`src/rtl/stripe_pingpong_ctrl_if.sv`:
```
// Bus between the 8x8 block producer, the stripe buffer and the raster reader.
// Master drives producer/raster requests; slave is the ping-pong controller.
interface stripe_pingpong_ctrl_if #(
    parameter int N     = 2,
    parameter int X_RES = 2160
);
    localparam int BLKS       = X_RES / 8;
    localparam int BLK_BEATS  = 64 / N;
    localparam int LINE_BEATS = X_RES / N;
    localparam int BLK_W      = $clog2(BLKS);
    localparam int WBEAT_W    = $clog2(BLK_BEATS);
    localparam int RBEAT_W    = $clog2(LINE_BEATS);

    logic               blk_valid;
    logic               blk_sob;
    logic               blk_eob;
    logic               blk_sof;
    logic               blk_ready;
    logic               wr_en;
    logic               wr_bank;
    logic [BLK_W-1:0]   wr_blk;
    logic [WBEAT_W-1:0] wr_beat;
    logic               rd_req;
    logic               rd_frame;
    logic               rd_en;
    logic               rd_bank;
    logic [2:0]         rd_line;
    logic [RBEAT_W-1:0] rd_beat;
    logic               underflow;
    logic               proto_err;

    modport master (
        output blk_valid, blk_sob, blk_eob, blk_sof,
        output rd_req, rd_frame,
        input  blk_ready, wr_en, wr_bank, wr_blk, wr_beat,
        input  rd_en, rd_bank, rd_line, rd_beat,
        input  underflow, proto_err
    );

    modport slave (
        input  blk_valid, blk_sob, blk_eob, blk_sof,
        input  rd_req, rd_frame,
        output blk_ready, wr_en, wr_bank, wr_blk, wr_beat,
        output rd_en, rd_bank, rd_line, rd_beat,
        output underflow, proto_err
    );
endinterface

```
`src/rtl/stripe_pingpong_ctrl.sv`:
```
// Ping-pong stripe buffer sequencer: block writes into the non-full bank,
// raster line reads from the full bank, with framing/underflow pulses.
module stripe_pingpong_ctrl #(
    parameter int N     = 2,
    parameter int X_RES = 2160,
    parameter int Y_RES = 1200
) (
    input  logic                  clk,
    input  logic                  rst,
    stripe_pingpong_ctrl_if.slave bus
);
    localparam int BLKS       = X_RES / 8;
    localparam int BLK_BEATS  = 64 / N;
    localparam int LINE_BEATS = X_RES / N;
    localparam int BLK_W      = $clog2(BLKS);
    localparam int WBEAT_W    = $clog2(BLK_BEATS);
    localparam int RBEAT_W    = $clog2(LINE_BEATS);

    localparam logic [BLK_W-1:0]   LAST_BLK   = BLK_W'(BLKS - 1);
    localparam logic [WBEAT_W-1:0] LAST_WBEAT = WBEAT_W'(BLK_BEATS - 1);
    localparam logic [RBEAT_W-1:0] LAST_RBEAT = RBEAT_W'(LINE_BEATS - 1);

    localparam logic [0:0] W_IDLE = 1'b0;
    localparam logic [0:0] W_BLK  = 1'b1;
    localparam logic [0:0] R_IDLE = 1'b0;
    localparam logic [0:0] R_LINE = 1'b1;

    // Stripe geometry must tile into whole blocks and whole beats.
    if ((X_RES % 8) != 0 || (X_RES % N) != 0 ||
        (Y_RES % 8) != 0 || (64 % N) != 0) begin : g_bad_geometry
        $error("stripe_pingpong_ctrl: incompatible X_RES/Y_RES/N");
    end

    logic [1:0]         full_q, full_d;
    logic [0:0]         wst_q, wst_d;
    logic               wr_bank_q, wr_bank_d;
    logic [BLK_W-1:0]   wr_blk_q, wr_blk_d;
    logic [WBEAT_W-1:0] wr_beat_q, wr_beat_d;
    logic               perr_q, perr_d;
    logic [0:0]         rst_q, rst_d;
    logic               rd_bank_q, rd_bank_d;
    logic [2:0]         rd_line_q, rd_line_d;
    logic [RBEAT_W-1:0] rd_beat_q, rd_beat_d;
    logic               frm_q, frm_d;
    logic               unf_q, unf_d;

    logic               ready;
    logic               sob_ok;
    logic               beat_in;
    logic               wr_en;
    logic [WBEAT_W-1:0] cur_beat;
    logic [BLK_W-1:0]   cur_blk;
    logic               set_full;
    logic               clr_full;
    logic               rd_last;

    // Qualify producer beats; sob and sof take effect on the accepting beat.
    always_comb begin
        ready    = !full_q[wr_bank_q] && (wst_q == W_IDLE);
        sob_ok   = ready && bus.blk_valid && bus.blk_sob;
        beat_in  = (wst_q == W_BLK) && bus.blk_valid && !bus.blk_sob;
        wr_en    = sob_ok || beat_in;
        cur_beat = (wst_q == W_IDLE) ? '0 : wr_beat_q;
        cur_blk  = (sob_ok && bus.blk_sof) ? '0 : wr_blk_q;
    end

    // Write sequencing: block framing checks and stripe completion.
    always_comb begin
        wst_d     = wst_q;
        wr_bank_d = wr_bank_q;
        wr_blk_d  = wr_blk_q;
        wr_beat_d = wr_beat_q;
        perr_d    = 1'b0;
        set_full  = 1'b0;
        if (wr_en) begin
            wr_beat_d = cur_beat + 1'b1;
        end
        if (bus.blk_valid && (wst_q == W_BLK) && bus.blk_sob) begin
            perr_d = 1'b1;
        end
        if (bus.blk_valid && (wst_q == W_IDLE) && !bus.blk_sob) begin
            perr_d = 1'b1;
        end
        if (sob_ok) begin
            wst_d = W_BLK;
            if (bus.blk_sof) begin
                wr_blk_d = '0;
                if (wr_blk_q != '0) begin
                    perr_d = 1'b1;
                end
            end
        end
        if (wr_en && bus.blk_eob) begin
            wst_d = W_IDLE;
            if (cur_beat != LAST_WBEAT) begin
                perr_d = 1'b1;
            end else if (cur_blk == LAST_BLK) begin
                set_full  = 1'b1;
                wr_bank_d = ~wr_bank_q;
                wr_blk_d  = '0;
            end else begin
                wr_blk_d = cur_blk + 1'b1;
            end
        end
    end

    // Read sequencing: one line per request, stripe release after line 7.
    always_comb begin
        rst_d     = rst_q;
        rd_bank_d = rd_bank_q;
        rd_line_d = rd_line_q;
        rd_beat_d = rd_beat_q;
        frm_d     = frm_q;
        unf_d     = 1'b0;
        clr_full  = 1'b0;
        rd_last   = (rst_q == R_LINE) && (rd_beat_q == LAST_RBEAT);
        if (rst_q == R_LINE) begin
            unf_d     = bus.rd_req;
            rd_beat_d = rd_beat_q + 1'b1;
            if (rd_last) begin
                rst_d     = R_IDLE;
                rd_beat_d = '0;
                if (frm_q || bus.rd_frame) begin
                    rd_line_d = 3'd0;
                    frm_d     = 1'b0;
                end else if (rd_line_q == 3'd7) begin
                    clr_full  = 1'b1;
                    rd_bank_d = ~rd_bank_q;
                    rd_line_d = 3'd0;
                end else begin
                    rd_line_d = rd_line_q + 3'd1;
                end
            end else if (bus.rd_frame) begin
                frm_d = 1'b1;
            end
        end else begin
            if (bus.rd_frame) begin
                rd_line_d = 3'd0;
                frm_d     = 1'b0;
            end
            if (bus.rd_req) begin
                if (full_q[rd_bank_q]) begin
                    rst_d = R_LINE;
                end else begin
                    unf_d = 1'b1;
                end
            end
        end
    end

    // Bank occupancy: set and clear land on different banks in one cycle.
    always_comb begin
        full_d = full_q;
        if (set_full) begin
            full_d[wr_bank_q] = 1'b1;
        end
        if (clr_full) begin
            full_d[rd_bank_q] = 1'b0;
        end
    end

    // Write-side and bank-occupancy state.
    always_ff @(posedge clk or posedge rst) begin
        if (rst) begin
            full_q    <= 2'b00;
            wst_q     <= W_IDLE;
            wr_bank_q <= 1'b0;
            wr_blk_q  <= '0;
            wr_beat_q <= '0;
            perr_q    <= 1'b0;
        end else begin
            full_q    <= full_d;
            wst_q     <= wst_d;
            wr_bank_q <= wr_bank_d;
            wr_blk_q  <= wr_blk_d;
            wr_beat_q <= wr_beat_d;
            perr_q    <= perr_d;
        end
    end

    // Read-side state.
    always_ff @(posedge clk or posedge rst) begin
        if (rst) begin
            rst_q     <= R_IDLE;
            rd_bank_q <= 1'b0;
            rd_line_q <= 3'd0;
            rd_beat_q <= '0;
            frm_q     <= 1'b0;
            unf_q     <= 1'b0;
        end else begin
            rst_q     <= rst_d;
            rd_bank_q <= rd_bank_d;
            rd_line_q <= rd_line_d;
            rd_beat_q <= rd_beat_d;
            frm_q     <= frm_d;
            unf_q     <= unf_d;
        end
    end

    assign bus.blk_ready = ready;
    assign bus.wr_en     = wr_en;
    assign bus.wr_bank   = wr_bank_q;
    assign bus.wr_blk    = cur_blk;
    assign bus.wr_beat   = cur_beat;
    assign bus.rd_en     = (rst_q == R_LINE);
    assign bus.rd_bank   = rd_bank_q;
    assign bus.rd_line   = rd_line_q;
    assign bus.rd_beat   = rd_beat_q;
    assign bus.underflow = unf_q;
    assign bus.proto_err = perr_q;
endmodule

```
`src/flat_wrapper.sv`:
```
// flat-port wrapper written by rule: the top's interface ports become plain ports
module stripe_pingpong_ctrl_flat 
#(
    parameter int N     = 2,
    parameter int X_RES = 2160,
    parameter int Y_RES = 1200
)
  (clk, rst, bus_blk_valid, bus_blk_sob, bus_blk_eob, bus_blk_sof, bus_rd_req, bus_rd_frame, bus_blk_ready, bus_wr_en, bus_wr_bank, bus_wr_blk, bus_wr_beat, bus_rd_en, bus_rd_bank, bus_rd_line, bus_rd_beat, bus_underflow, bus_proto_err);
  stripe_pingpong_ctrl_if #(.N(N), .X_RES(X_RES)) bus_i ();
  input  logic clk;
  input  logic rst;
  input wire logic [$bits(bus_i.blk_valid)-1:0] bus_blk_valid;
  input wire logic [$bits(bus_i.blk_sob)-1:0] bus_blk_sob;
  input wire logic [$bits(bus_i.blk_eob)-1:0] bus_blk_eob;
  input wire logic [$bits(bus_i.blk_sof)-1:0] bus_blk_sof;
  input wire logic [$bits(bus_i.rd_req)-1:0] bus_rd_req;
  input wire logic [$bits(bus_i.rd_frame)-1:0] bus_rd_frame;
  output wire logic [$bits(bus_i.blk_ready)-1:0] bus_blk_ready;
  output wire logic [$bits(bus_i.wr_en)-1:0] bus_wr_en;
  output wire logic [$bits(bus_i.wr_bank)-1:0] bus_wr_bank;
  output wire logic [$bits(bus_i.wr_blk)-1:0] bus_wr_blk;
  output wire logic [$bits(bus_i.wr_beat)-1:0] bus_wr_beat;
  output wire logic [$bits(bus_i.rd_en)-1:0] bus_rd_en;
  output wire logic [$bits(bus_i.rd_bank)-1:0] bus_rd_bank;
  output wire logic [$bits(bus_i.rd_line)-1:0] bus_rd_line;
  output wire logic [$bits(bus_i.rd_beat)-1:0] bus_rd_beat;
  output wire logic [$bits(bus_i.underflow)-1:0] bus_underflow;
  output wire logic [$bits(bus_i.proto_err)-1:0] bus_proto_err;
  assign bus_i.blk_valid = bus_blk_valid;
  assign bus_i.blk_sob = bus_blk_sob;
  assign bus_i.blk_eob = bus_blk_eob;
  assign bus_i.blk_sof = bus_blk_sof;
  assign bus_i.rd_req = bus_rd_req;
  assign bus_i.rd_frame = bus_rd_frame;
  assign bus_blk_ready = bus_i.blk_ready;
  assign bus_wr_en = bus_i.wr_en;
  assign bus_wr_bank = bus_i.wr_bank;
  assign bus_wr_blk = bus_i.wr_blk;
  assign bus_wr_beat = bus_i.wr_beat;
  assign bus_rd_en = bus_i.rd_en;
  assign bus_rd_bank = bus_i.rd_bank;
  assign bus_rd_line = bus_i.rd_line;
  assign bus_rd_beat = bus_i.rd_beat;
  assign bus_underflow = bus_i.underflow;
  assign bus_proto_err = bus_i.proto_err;
  stripe_pingpong_ctrl #(.N(N), .X_RES(X_RES), .Y_RES(Y_RES)) u_core (.clk(clk), .rst(rst), .bus(bus_i));
endmodule
```
`config.mk`:
```
export PLATFORM = sky130hd
export DESIGN_NAME = stripe_pingpong_ctrl_flat
export DESIGN_NICKNAME = d
export VERILOG_FILES = /design/src/rtl/stripe_pingpong_ctrl_if.sv /design/src/rtl/stripe_pingpong_ctrl.sv /design/src/flat_wrapper.sv
export SDC_FILE = /design/constraint.sdc
export NUM_CORES = 1
export LEC_CHECK = 0
export BUFFER_PORTS_ARGS = -buffer_cell sky130_fd_sc_hd__buf_4
export CORE_ASPECT_RATIO = 1.2
export CORE_MARGIN = 2
export CORE_UTILIZATION = 35
export DETAILED_ROUTE_END_ITERATION = 10
export PLACE_DENSITY = 0.59
export SKIP_CTS_REPAIR_TIMING = 1
export SYNTH_ARGS = -nofsm -noshare
export SYNTH_HDL_FRONTEND = slang
export SYNTH_SLANG_ARGS = --single-unit
```
`constraint.sdc`:
```
create_clock -name clk -period 2.5 [get_ports clk]
set_input_delay 0.25 -clock clk [delete_from_list [all_inputs] [get_ports clk]]
set_output_delay 0.25 -clock clk [all_outputs]
set_load 0.01 [all_outputs]
```
==> results.toml <==
[sta]
period_needed_ns = 2.278
holdWs_ns = 0.07379
hold_violations = 0
setup_violations = 0
tightest_slew_ns = 0.4909
grt_setup_unrepaired = "false"
fmax_mhz = 439.0
clock_skew_ns = 0.004162
slew_viol_final = 0
fin_setup_tns_ns = 0
finalCritPeriodShare_pct = 91.13
max_slew_margin_pct = 66.97

[placed_design]
hpwl_um = 3496
gp_congestion = 0.8211
place_area_mm2 = 0.002531
portBuffers = 42

[floorplanning]
io_pins = 43
core_region_area_mm2 = 0.005705
start_util_pct = 36.64
die-area_mm2 = 0.006610
rows = 30
die_x_um = 74.56
die_h_um = 88.67

[global_routing]
antenna_found_initial = 0
met2_usage_pct = 26.63
grtUsageMet1_pct = 20.77
grt_max_degree = 38
gr-total-overflow = 0
grt_use_total_pct = 16.38
grt.busiest_layer = "met2"
grt_pass1_wl_um = 8390
use_met3_pct = 3.986
grt_pass1_vias = 1776

[power]
power_uw = 1469
p_per_area_mw_per_mm2 = 558.1
max-vdd-ir-drop_mv = 0.2708
p_leak_uw = 0.001234

[synthesis]
yosys_warnings = 0
ys.flop_type = "dfrtp_1"
synth_cell_type_count = 46
synth_cells = 218
synth.avg_cell_area_um2 = 9.591
yosys_register_bits = 37
synth-async-reset-ratio_pct = 100.0
synth_nets = 233
synth_area_leader_cell = "dfrtp_1"
synth_area_leaders = "dfrtp_1, ha_1, nand2_1"
synth_seq_area_share_pct = 44.28
yosysTopAreaCellShare_pct = 44.28
synth_edf_count = 0
syn-cell-area_mm2 = 0.002091

[clock_network]
numCtsBuffers = 5
insertion_delay_ns = 0.29
clk_path_buf_depth = 2
clock-sinks = 37
cts-root-buf = "clkbuf_8"
htree_levels = 2
cts_tree = "built"
clk_pin_slew_worst_paths_ns = 0.07

[final_layout]
fin_area_mm2 = 0.002633
layout.nets = 283
final_common_cell = "buf_4"
final_cell_mix = "buf_4, dfrtp_1, nand2_1, nor2_1"
multi_input_area_mm2 = 0.001122
final.fill_count = 578
final_core_util_pct = 46.14
syn_to_final_growth_pct = 25.91
n_antenna_cell = 0
layout-drive-gt1-share_pct = 26.12
seq_area_um2 = 925.9

[setup_path]
cp.arrival_ns = 2.49
cp_max_fo = 6
critPathKind = "reg -> reg"
worstPathRequired_ns = 2.71
start_kind = "flip-flop"
crit_path_end_kind = "flip-flop"

[drt]
drt_pass1_iterations = 4
wl_per_cell_um = 13.96
routed_via_density = 5.236
drt_iter0_markers = 59
vias = 1822
drc = 0
drt-total-wl_um = 4859
ant_nets = 0

[hold_path]
hold_class = "in -> async"

[run_status]
status = "complete, no violations"

[run]
maxCapViolCount = 0
==> per-stage QoR <==
stage	worst slack, ns	std cells
floorplan	0.1486	218
global placement	0.2433	341
detailed placement	0.2087	341
CTS	0.1768	348
global route	0.02264	348
finish	0.2218	348
==> power by group <==
group | switching, uW | internal [uW] | leakage (uW)
registers | 40.4 | 643 | 0.000476
logic | 181 | 177 | 0.000713
clock network | 209 | 219 | 0.0000443
total | 431 | 1040 | 0.00123
==> final timing paths <==
path | from | end | slack [ns] | cells past startpoint
max in group asynchronous | rst | u_core.wr_blk_q[5]$_DFF_PP0_ | 2.09 | 3
worst min-delay path | rst | u_core.wr_beat_q[1]$_DFFE_PP0N_ | 0.07 | 3
worst min register to register | u_core.wr_beat_q[4]$_DFFE_PP0N_ | u_core.wr_beat_q[4]$_DFFE_PP0N_ | 0.52 | 1
worst max register to register | u_core.bus.wr_bank$_DFFE_PP0N_ | u_core.bus.wr_bank$_DFFE_PP0N_ | 0.22 | 9
min in group clk | bus_rd_frame | u_core.bus.rd_line[2]$_DFFE_PP0P_ | 0.16 | 2
worst max-delay path | u_core.bus.wr_bank$_DFFE_PP0N_ | u_core.bus.wr_bank$_DFFE_PP0N_ | 0.22 | 9
==> cell usage after synthesis (2+ instances only) <==
master    instances
ha_1              7
a211oi_1          2
nand2_1          19
xnor2_1           6
o21ai_0           9
dfrtp_1          37
clkbuf_1          2
o31ai_1           3
o21a_1            3
inv_1             8
nor4_1            3
nand2b_1          2
xor2_1            4
a31oi_1           6
nor3_1            4
o22ai_1           3
nand4_1           7
nor2_1           15
nor3_2            3
nor4b_1           2
a21oi_1           8
and2_1            9
nor2b_1          11
and3_1            4
a21o_1            4
mux2_2            4
nand3_1          11
buf_2             4
==> sequential cells by signal (all words and copies together) (netlist names) <==
| name | cells |
|---|---|
| u_core.frm_q | 1 |
| u_core.wr_beat_q | 5 |
| u_core.bus.proto_err | 1 |
| u_core.bus.wr_bank | 1 |
| u_core.bus.rd_en | 1 |
| u_core.bus.underflow | 1 |
| u_core.wst_q | 1 |
| u_core.full_q | 2 |
| u_core.bus.rd_beat | 11 |
| u_core.bus.rd_line | 3 |
| u_core.bus.rd_bank | 1 |
| u_core.wr_blk_q | 9 |
==> final cells by class <==
class | instances | area share, %
Tap cell | 80 | 3.802
Timing Repair Buffer | 49 | 13.97
Clock buffer | 7 | 3.279
Multi-Input combinational cell | 167 | 42.63
Sequential cell | 37 | 35.17
Inverter | 8 | 1.141
==> worst max-delay path, stage by stage, from the launching register on <==
cell	delay, ns
dfrtp_1	0.46
mux2_4	0.38
nor3_4	0.26
nor2b_1	0.13
inv_1	0.07
ha_1	0.12
and2_1	0.14
nand3_1	0.21
nor3_2	0.25
xor2_1	0.18
==> cell families after synthesis <==
| family | synth area share [%] |
|---|---|
| and+or+nand+nor | 25.97 |
| AOI/OAI and AO/OA | 15.26 |
| muxes | 3.351 |
| adders and majority gates | 4.189 |
| DFF | 44.28 |
| buffers and inverters | 2.753 |
| xor gates and xnor gates | 4.189 |
==> layer usage <==
layer	part of all wire (%)	routed length [um]
met2	47	2262
met1	46	2217
met3	5.5	267
met5	0	0
met4	2.3	112
No activity file was read; power rests on OpenSTA's default activity.
